File: config.mk
export PLATFORM = sky130hd
export DESIGN_NAME = md_issue
export DESIGN_NICKNAME = d
export VERILOG_FILES = /design/src/rtl/md_issue.sv
export SDC_FILE = /design/constraint.sdc
export NUM_CORES = 1
export LEC_CHECK = 0
export BUFFER_PORTS_ARGS = -buffer_cell sky130_fd_sc_hd__buf_2
export CORE_ASPECT_RATIO = 1.2
export CORE_MARGIN = 4
export CORE_UTILIZATION = 41
export DETAILED_ROUTE_END_ITERATION = 8
export PLACE_DENSITY = 0.81
export SLEW_MARGIN = 40
export SYNTH_ARGS = -nofsm -noshare
export SYNTH_HDL_FRONTEND = slang
export SYNTH_SLANG_ARGS = --single-unit
export TNS_END_PERCENT = 100
File: constraint.sdc
create_clock -name clk -period 3.8 [get_ports clk]
set_clock_uncertainty 0.05 [all_clocks]
set_input_delay 0 -clock clk [delete_from_list [all_inputs] [get_ports clk]]
set_output_delay 0 -clock clk [all_outputs]
set_load 0.02 [all_outputs]
File: src/rtl/md_issue.sv
// Issue gate in front of the multiply/divide unit: shadows the unit's busy time,
// suppresses writes while it is busy, raises the D-stage stall and keeps sticky status.
`ifndef MD_MULT
`define MD_MULT  3'b000
`endif
`ifndef MD_MULTU
`define MD_MULTU 3'b001
`endif
`ifndef MD_DIV
`define MD_DIV   3'b010
`endif
`ifndef MD_DIVU
`define MD_DIVU  3'b011
`endif

module md_issue #(
    parameter int MUL_LAT = 5,
    parameter int DIV_LAT = 10
) (
    input  logic        clk,
    input  logic        reset,
    input  logic        req,
    input  logic        e_start,
    input  logic        e_mthi,
    input  logic        e_mtlo,
    input  logic [2:0]  e_op,
    input  logic [31:0] e_A,
    input  logic [31:0] e_B,
    input  logic        d_md_use,
    input  logic        md_busy,
    output logic        md_start,
    output logic        md_mthi,
    output logic        md_mtlo,
    output logic [2:0]  md_op,
    output logic [31:0] md_A,
    output logic [31:0] md_B,
    output logic        stall_md,
    output logic        proto_err,
    output logic        sync_err,
    output logic        dz_flag,
    output logic [31:0] stall_cnt
);

    localparam int MAX_LAT = (MUL_LAT > DIV_LAT) ? MUL_LAT : DIV_LAT;
    localparam int CNT_W   = (MAX_LAT < 2) ? 1 : $clog2(MAX_LAT + 1);

    logic [CNT_W-1:0] cnt_q, cnt_d;
    logic             proto_err_q, proto_err_d;
    logic             sync_err_q, sync_err_d;
    logic             dz_flag_q, dz_flag_d;
    logic [31:0]      stall_cnt_q, stall_cnt_d;

    logic shadow_busy;
    logic op_valid;
    logic op_div;
    logic issue;
    logic any_strobe;
    logic multi_strobe;

    always_comb begin
        shadow_busy  = (cnt_q != '0);
        op_valid     = (e_op == `MD_MULT) || (e_op == `MD_MULTU) || (e_op == `MD_DIV) || (e_op == `MD_DIVU);
        op_div       = (e_op == `MD_DIV) || (e_op == `MD_DIVU);
        any_strobe   = e_start | e_mthi | e_mtlo;
        multi_strobe = (e_start & e_mthi) | (e_start & e_mtlo) | (e_mthi & e_mtlo);

        // Strobe precedence mthi > mtlo > start mirrors the unit's own decode.
        md_mthi  = e_mthi & ~req & ~shadow_busy & ~reset;
        md_mtlo  = e_mtlo & ~e_mthi & ~req & ~shadow_busy & ~reset;
        issue    = e_start & ~e_mthi & ~e_mtlo & ~req & ~shadow_busy & op_valid & ~reset;
        md_start = issue;
        md_op    = e_op;
        md_A     = e_A;
        md_B     = e_B;

        // Stalling on issue too keeps a D-stage mfhi/mflo from reading stale HI/LO.
        stall_md = d_md_use & (shadow_busy | issue) & ~reset;

        cnt_d = cnt_q;
        if (issue) begin
            cnt_d = op_div ? CNT_W'(DIV_LAT) : CNT_W'(MUL_LAT);
        end else if (shadow_busy) begin
            cnt_d = cnt_q - CNT_W'(1);
        end

        proto_err_d = proto_err_q
                    | (~req & ((any_strobe & shadow_busy) | (e_start & ~op_valid) | multi_strobe));
        sync_err_d  = sync_err_q | (md_busy != shadow_busy);
        dz_flag_d   = dz_flag_q | (issue & op_div & (e_B == 32'd0));
        stall_cnt_d = stall_cnt_q + {31'd0, stall_md};
    end

    always_ff @(posedge clk) begin
        if (reset) begin
            cnt_q       <= '0;
            proto_err_q <= 1'b0;
            sync_err_q  <= 1'b0;
            dz_flag_q   <= 1'b0;
            stall_cnt_q <= 32'd0;
        end else begin
            cnt_q       <= cnt_d;
            proto_err_q <= proto_err_d;
            sync_err_q  <= sync_err_d;
            dz_flag_q   <= dz_flag_d;
            stall_cnt_q <= stall_cnt_d;
        end
    end

    assign proto_err = proto_err_q;
    assign sync_err  = sync_err_q;
    assign dz_flag   = dz_flag_q;
    assign stall_cnt = stall_cnt_q;

endmodule

=== Word level (Yosys, flattened, before mapping) ===
Cells that the tools add are included.

* Bits in registers: 39
* Input bits: 75
* Logic and storage cells: 61

* Equal/unequal tests: 4
* Add/subtract/negate cells: 2
* Reductions and logical operators: 8
* Multiplexer cells: 3
* Bitwise logic cells: 39

{| class="wikitable"
|+ Operators by type and width
! cell !! number
|-
| $add A32 B1 Y32 || 1
|-
| $logic_not A32 Y1 || 1
|-
| $and A1 B1 Y1 || 23
|-
| $mux W4 || 3
|-
| $or A1 B1 Y1 || 10
|-
| $eq A3 B2 Y1 const B || 2
|-
| $not A1 Y1 || 6
|-
| $logic_or A1 B1 Y1 || 4
|-
| $reduce_bool A4 Y1 || 1
|-
| $sub A4 B1 Y4 const B || 1
|-
| $eq A3 B1 Y1 const B || 1
|-
| $logic_not A3 Y1 || 1
|-
| $reduce_bool A2 Y1 || 1
|-
| $ne A1 B1 Y1 || 1
|}

=== Longest topological paths before layout ===
Gate-level depths: netlist of run 1.

* Depth in word-level cells: 11
* Gate-level depth with buffers: 13
* Depth with buffers taken out: 11

=== Least setup slack after synthesis of run 1 ===
No wires, ideal clock.

* Path type: flip-flop to flip-flop
* Start point: register cnt_q[0]
* End point: register stall_cnt_q[26], in the netlist stall_cnt[26]
* Path slack: 0.129 ns
* Period minus slack after synthesis: 3.671 ns
* Required time: 3.629 ns
* Library setup time: 0.121 ns
* Arrival: 3.500 ns
* Buffers on the path: 1
* Stages on the path, launching flop included: 13
* Path through: dfxtp_1 -> inv_1 -> ha_1 -> nor3b_2 -> nand4_1 -> a21oi_1 -> ha_1 -> ha_1 -> nand2_1 -> or4_1 -> clkbuf_2 -> nor4_1 -> mux2_2

* Word-level cells in the longest chain between the ends: 9

{| class="wikitable"
|+ RTL lines
! element !! line !! source
|-
| start, declared || 47 || <nowiki>logic [CNT_W-1:0] cnt_q, cnt_d;</nowiki>
|-
| start signal, assigned || 101 || <nowiki>cnt_q <= cnt_d;</nowiki>
|-
| $reduce_bool A4 Y1 (*) || 61 || <nowiki>shadow_busy = (cnt_q != '0);</nowiki>
|-
| $not A1 Y1 || 70 || <nowiki>issue = e_start & ~e_mthi & ~e_mtlo & ~req & ~shadow_busy & op_valid & ~reset;</nowiki>
|-
| $and A1 B1 Y1 (3 in a row) || 70 ||
|-
| $or A1 B1 Y1 (*) || 77 || <nowiki>stall_md = d_md_use & (shadow_busy | issue) & ~reset;</nowiki>
|-
| $and A1 B1 Y1 (*) (2 in a row) || 77 ||
|-
| via stall_md || 37 || <nowiki>output logic stall_md,</nowiki>
|-
| $add A32 B1 Y32 (*) || 90 || <nowiki>stall_cnt_d = stall_cnt_q + {31'd0, stall_md};</nowiki>
|-
| end signal, assigned || 105 || <nowiki>stall_cnt_q <= stall_cnt_d;</nowiki>
|-
| end, declared || 51 || <nowiki>logic [31:0] stall_cnt_q, stall_cnt_d;</nowiki>
|}

Mark *: on every way through the listed nets, which the timed path passes. The rest lies on a longest branch.
A chain may end at the register's enable or synchronous reset.

=== Worst setup path after layout of run 1 ===
* Start point: register cnt_q[0]
* End point: register stall_cnt_q[26], in the netlist stall_cnt[26]

* Word-level cells in the longest chain between the ends: 9

{| class="wikitable"
|+ RTL lines
! element !! line
|-
| $reduce_bool A4 Y1 (*) || 61
|-
| $not A1 Y1 || 70
|-
| $and A1 B1 Y1 (3 in a row) || 70
|-
| $or A1 B1 Y1 (*) || 77
|-
| $and A1 B1 Y1 (*) (2 in a row) || 77
|-
| $add A32 B1 Y32 (*) || 90
|}

Mark *: on every way between the ends. The rest lies on a longest branch, timed or not.

==> results of run 1 <==
## final timing paths
check | startpoint | end | slack [ns]
worst max-delay path | cnt_q[0]$_SDFFE_PP0N_ | stall_cnt[26]$_SDFF_PP0_ | 0.47
worst max register to register | cnt_q[0]$_SDFFE_PP0N_ | stall_cnt[26]$_SDFF_PP0_ | 0.47
worst min-delay path | e_B[4] | dz_flag$_SDFF_PP0_ | 0.04
worst min register to register | dz_flag$_SDFF_PP0_ | dz_flag$_SDFF_PP0_ | 0.40
## logic make-up (layout without fill, tap and decap cells)
family          after synthesis  in the layout  share of synthesized area, %
mux                           1              1                         0.455
simple gates                111            111                          26.4
flops                        39             39                          31.6
compound gates               45             45                          10.6
fa+ha+maj                     4              4                          2.02
buf+inv                      86            171                          23.6
xor+xnor                     15             15                          5.31
## worst register-to-register path, cell delays in order (launching register included)
cell	delay, ns
dfxtp_1	0.36
inv_1	0.08
ha_1	0.22
nor3b_2	0.17
buf_4	0.17
a21oi_1	0.17
ha_1	0.22
ha_1	0.19
nand2_1	0.09
or4_1	0.76
nor4_1	0.37
mux2_2	0.37
## routing by layer
metal	up-vias	global-route usage, %
met1	1110	17.6
met4	0	8.60
li1	1175	-
met2	122	32.8
met3	13	3.37
met5	-	0
## layout by cell type, fill, tap and decap left out, types with 2 or more instances in the layout
master and n:
nor4_1 10, a21oi_1 24, or3_1 7, nand4_1 13, xnor2_1 6, nand3_1 11
dlygate4sd3_1 36, nor2_1 18, ha_1 4, nor3_1 4, nand2_1 14, clkbuf_8 5
and2_1 3, dfxtp_1 39, xor2_1 9, o21ai_0 6, and4_1 3, or4_1 15
buf_4 4, buf_2 114, nor2b_1 3, inv_1 9, and3_1 2, o31ai_1 12
clkbuf_1 2
## cell usage after synthesis, drive strengths merged (2+ instances only)
cell type,count,area [sq um]
buf,70,523
dfxtp,39,781
a21oi,24,120
nor2,18,67.6
or4,15,113
nand2,14,52.6
nand4,14,103
o31ai,12,90.1
nand3,11,55.1
nor4,10,62.6
inv,9,33.8
xor2,9,78.8
or3,8,51.3
clkbuf,7,27.5
o21ai,6,30.0
xnor2,6,52.6
and4,4,36.3
ha,4,50.1
nor3,4,20.0
and2,3,18.8
nor2b,3,18.8
and3,2,12.5
## metrics by stage
stage,total power [mW],util (%)
after CTS,1.08,53.4
final,1.06,53.4
after floorplan,0.725,-
after global routing,1.12,53.4
after detailed placement,0.754,45.7
after global placement,0.741,45.7
## power breakdown
group | total, mW | internal (mW) | switching [mW]
Sequential | 0.457 | 0.436 | 0.0207
Combinational | 0.343 | 0.152 | 0.192
Clock | 0.262 | 0.129 | 0.133
## flip-flops by register name (all words and copies together), names as in the netlist
signal,cells
stall_cnt,32
dz_flag,1
proto_err,1
cnt_q,4
sync_err,1
## what timing repair did
action	CTS	global route
endpoints found under the hold margin	37	0
resized for setup	0	0
hold buffers	36	0
## area by class of cell
cell class	count	area (sq um)
multi-input combinational	176	1110
inverter	9	33.8
clock buffer	7	76.3
timing repair buffer	154	961
tap	80	100
clock inverter	1	5.00
fill	535	2680
sequential	39	781
==> impl_metrics.toml, run 1 <==
[yosys]
ys_warn_count = 0
seq_area_frac_synth_pct = 31.6
synth.avg_cell_area_sq_um = 8.22
netlist_instances = 301
syn_nets = 380
ys.flop_type = "dfxtp_1"
syn_area_sq_mm = 0.00247
synth_cell_types = 38
async_flop_share_pct = 0
ys_ff_latch = 39
synth-edff-count = 0

[critical_path]
path_max_fanout = 16
crit_cells = 11
cp_top_family = "simple AND/OR/NAND/NOR gates"
crit_buf_inv = 2
cp_slowest_cell = "or4_1"
required_ns = 3.93
reg2regPathDepth = 11
worstPathCellList = "inv_1 -> ha_1 -> nor3b_2 -> buf_4 -> a21oi_1 -> ha_1 -> ha_1 -> nand2_1 -> or4_1 -> nor4_1 -> mux2_2"
crit_path_end_kind = "register"
cp_data_arrival_time_ns = 3.46
critPathMaxStageDelay_ns = 0.76
critPathKind = "register to register"
crit_top_cell = "ha_1"
start_kind = "register"

[power]
p_leak_nw = 1.33
ir_drop_uv = 145
powerDensity_mw_per_mm2 = 346

[floorplanning]
io-pin-count = 181
die_h_microns = 93.1
fp-row-count = 30
die_x_microns = 78.9
core_sq_mm = 0.00574
die-area_sq_mm = 0.00734
start_util_pct = 43.1

[sta]
final-hold-violation-count = 0
timing.hold.ws_ns = 0.0368
setup_ws_ns = 0.469
maxSlewViolCount = 0
setup_tns_ns = 0
period_needed_ns = 3.33
max_freq_mhz = 300
fin_crit_sh_pct = 87.7
worst_slew_pin_slew_ns = 0.441
final-setup-viol-count = 0
rsz0062_at_grt = "false"
max-slew-margin-rel_pct = 70.6

[detailed_routing]
drt-total-wl_microns = 6700
drtAntennaViolNets = 0
dr.pass1.iters = 4
remaining_drc_errors = 0
highest_layer = "met4"
dr_wl_met2_microns = 3470
dr_wl_met3_microns = 544
detail_route.wl_per_cell_microns = 14.4
met1_length_microns = 2490
avgViaCountPerCell = 5.19
vias = 2420
drt_iter0_drc = 104

[placement]
place_ws_ns = 0.471
gp_congestion = 0.811
post-place-cells = 422
io_buffers = 114
dpl_cell_area_sq_mm = 0.00262
dpl.hpwl_microns = 4860

[clocking]
cts_tree = "yes"
cts_setup_buffers = 0
cts.path.max_buffers = 2
cts_root_buf = "clkbuf_8"
clock-sinks = 39
clkLatencyLatePin_ns = 0.29
clk_pin_slew_ns = 0.07
htreeDepth = 2
cts_buffers = 5

[global_route]
grt_pass1_vias = 2269
grt_pass1_wl_microns = 10200
antenna_found_initial = 0
grt_max_degree = 43
grt_use_total_pct = 17.2
gr-total-overflow = 0

[final_layout]
fin_cells = 466
nNetsFinal = 464
diodes = 0
design_area_sq_mm = 0.00307
syn2layout_area_growth_pct = 23.9
drive_above_1_share_pct = 33.9

[worst_hold_path]
hold_path_class = "primary input to register"
worstHoldPathCells = 5

[flow_run]
timing.max_cap.violations = 0

[status]
status = "finished clean"
Power figures use the tool's default switching activity.
==> inputs of run 2 (changes only) <==
Settings changed: CORE_MARGIN 4 to 2, SKIP_CTS_REPAIR_TIMING set to 1.
==> run 2 against run 1 <==
  * Via count up 1.9%
  * Sequential share of layout area up 0.073 points
  * Setup slack worse by 0.024 ns
  * Final area down 0.29%
  * Non-clock buffer count down 2
  * First-iteration DRC count down 12%
  * Sequential power about the same
  * Core utilization down 1.9 points
  * Register-to-register slack worse by 0.02 ns
  * Flip-flop and latch count unchanged
  * Largest cell class unchanged
==> impl_metrics.toml, run 2 (synthesized netlist as in run 1, its figures left out) <==
[placement]
io_buffers = 114
dpl.hpwl_microns = 4910
dpl_cell_area_sq_mm = 0.00261
gp_congestion = 0.830

[clocking]
clkLatencyLatePin_ns = 0.29
cts_root_buf = "clkbuf_8"
htreeDepth = 2
cts.path.max_buffers = 2
cts_buffers = 5
clock-sinks = 39
cts_tree = "yes"
clk_pin_slew_ns = 0.08

[global_route]
grt_pass1_wl_microns = 9250
grt_max_degree = 43
antenna_found_initial = 0
grt_pass1_vias = 2034
gr-total-overflow = 0
grt_use_total_pct = 18.1

[critical_path]
start_kind = "register"
rr_endpoint = "stall_cnt[26]$_SDFF_PP0_"
crit_buf_inv = 1
cp_data_arrival_time_ns = 3.48
required_ns = 3.92
crit_top_cell = "ha_1"
r2r_slack_ns = 0.45
reg2regPathDepth = 11
crit_path_end_kind = "register"
worstPathCellList = "inv_1 -> ha_1 -> nor3b_2 -> nand4_1 -> a21oi_1 -> ha_1 -> ha_1 -> nand2_1 -> or4_4 -> nor4_1 -> mux2_2"
cp-endpoint = "stall_cnt[26]$_SDFF_PP0_"
critPathMaxStageDelay_ns = 0.63
path_max_fanout = 16
critPathKind = "register to register"
crit_start = "cnt_q[0]$_SDFFE_PP0N_"
reg2reg_from = "cnt_q[0]$_SDFFE_PP0N_"
crit_cells = 11
cp_slowest_cell = "or4_4"
cp_top_family = "simple AND/OR/NAND/NOR gates"

[floorplanning]
die_x_microns = 74.9
die-area_sq_mm = 0.00667
core_sq_mm = 0.00593
start_util_pct = 41.7
fp-row-count = 31
io-pin-count = 181
die_h_microns = 89.1

[final_layout]
nNetsFinal = 462
design_area_sq_mm = 0.00306
fillers = 552
syn2layout_area_growth_pct = 23.6
layout_commonest_cell = "buf_2"
largest_reg_flops = 32
diodes = 0
mostFrequentLayoutCells = "114 x buf_2, 39 x dfxtp_1, 36 x dlygate4sd3_1"
drive_above_1_share_pct = 33.9

[sta]
timing.hold.ws_ns = 0.0352
max-slew-margin-rel_pct = 71.1
maxSlewViolCount = 0
rsz0062_at_grt = "false"
period_needed_ns = 3.35
final-setup-viol-count = 0
worst_slew_pin_slew_ns = 0.433
max_freq_mhz = 298
fin_crit_sh_pct = 88.3
setup_tns_ns = 0
final-hold-violation-count = 0

[detailed_routing]
drt-total-wl_microns = 6640
drtAntennaViolNets = 0
vias = 2465
detail_route.wl_per_cell_microns = 14.2
drt_iter0_drc = 92
avgViaCountPerCell = 5.29
dr.pass1.iters = 4
remaining_drc_errors = 0

[power]
ir_drop_uv = 119
power_mw = 1.07
powerDensity_mw_per_mm2 = 351
p_leak_nw = 1.32

[flow_run]
timing.max_cap.violations = 0

[worst_hold_path]
hold_path_class = "primary input to register"

[status]
status = "finished clean"
run 2: changes by cell type in the layout (fill, tap and decap cells not counted), sizes merged:
cell  previous run  this run
buf            118       116
run 2: worst min path at each step:
stage,start,to,slack (ns),cells after the start
final,e_B[23],dz_flag$_SDFF_PP0_,0.04,5
after global routing,e_B[23],dz_flag$_SDFF_PP0_,0.07,5
after CTS,e_A[0],md_A[0],-0.05,0
after detailed placement,e_A[0],md_A[0],-0.05,0
after floorplan,req,md_mthi,0.04,1
after global placement,e_A[0],md_A[0],-0.05,0
run 2: through the flow:
stage          setup WS (ns)  std cells  utilization [%]
2_1_floorplan          0.129        301                -
3_3_place_gp           0.432        422             44.0
3_5_place_dp           0.282        422             44.0
4_1_cts                0.272        430             45.4
5_1_grt                0.141        466             51.5
6_report               0.445        466             51.5
run 2: cell type report:
class / instances / area (sq um) / share of cell area [%]
clock buffer: 7 / 76.3 / 2.50
clock inverter: 1 / 5.00 / 0.164
inverter: 9 / 33.8 / 1.11
multi-input combinational: 176 / 1110 / 36.4
sequential: 39 / 781 / 25.5
tap: 82 / 103 / 3.36
timing repair buffer: 152 / 946 / 30.9
run 2: per-layer routing:
| metal | vias up | GRT usage [%] | share of wire, % | routed length [microns] |
|---|---|---|---|---|
| li1 | 1174 | - | - | - |
| met1 | 1141 | 19.7 | 36 | 2380 |
| met2 | 141 | 33.0 | 54 | 3610 |
| met3 | 9 | 3.83 | 8.7 | 580 |
| met4 | 0 | 8.28 | 0.95 | 63 |
| met5 | - | 0 | 0 | 0 |
run 2: report_power, final:
| part | switching (mW) | internal, mW | leakage [nW] |
|---|---|---|---|
| registers | 0.0209 | 0.436 | 0.316 |
| logic | 0.190 | 0.152 | 0.962 |
| clock network | 0.144 | 0.129 | 0.0422 |
| total | 0.356 | 0.716 | 1.32 |
run 2: worst min-delay path: cells and delay by family:
| family | cells | cell delay, ns |
|---|---|---|
| AO/OA/AOI/OAI | 1 | 0.05 |
| AND/OR/NAND/NOR | 3 | 0.19 |
| buffers and inverters | 1 | 0.08 |
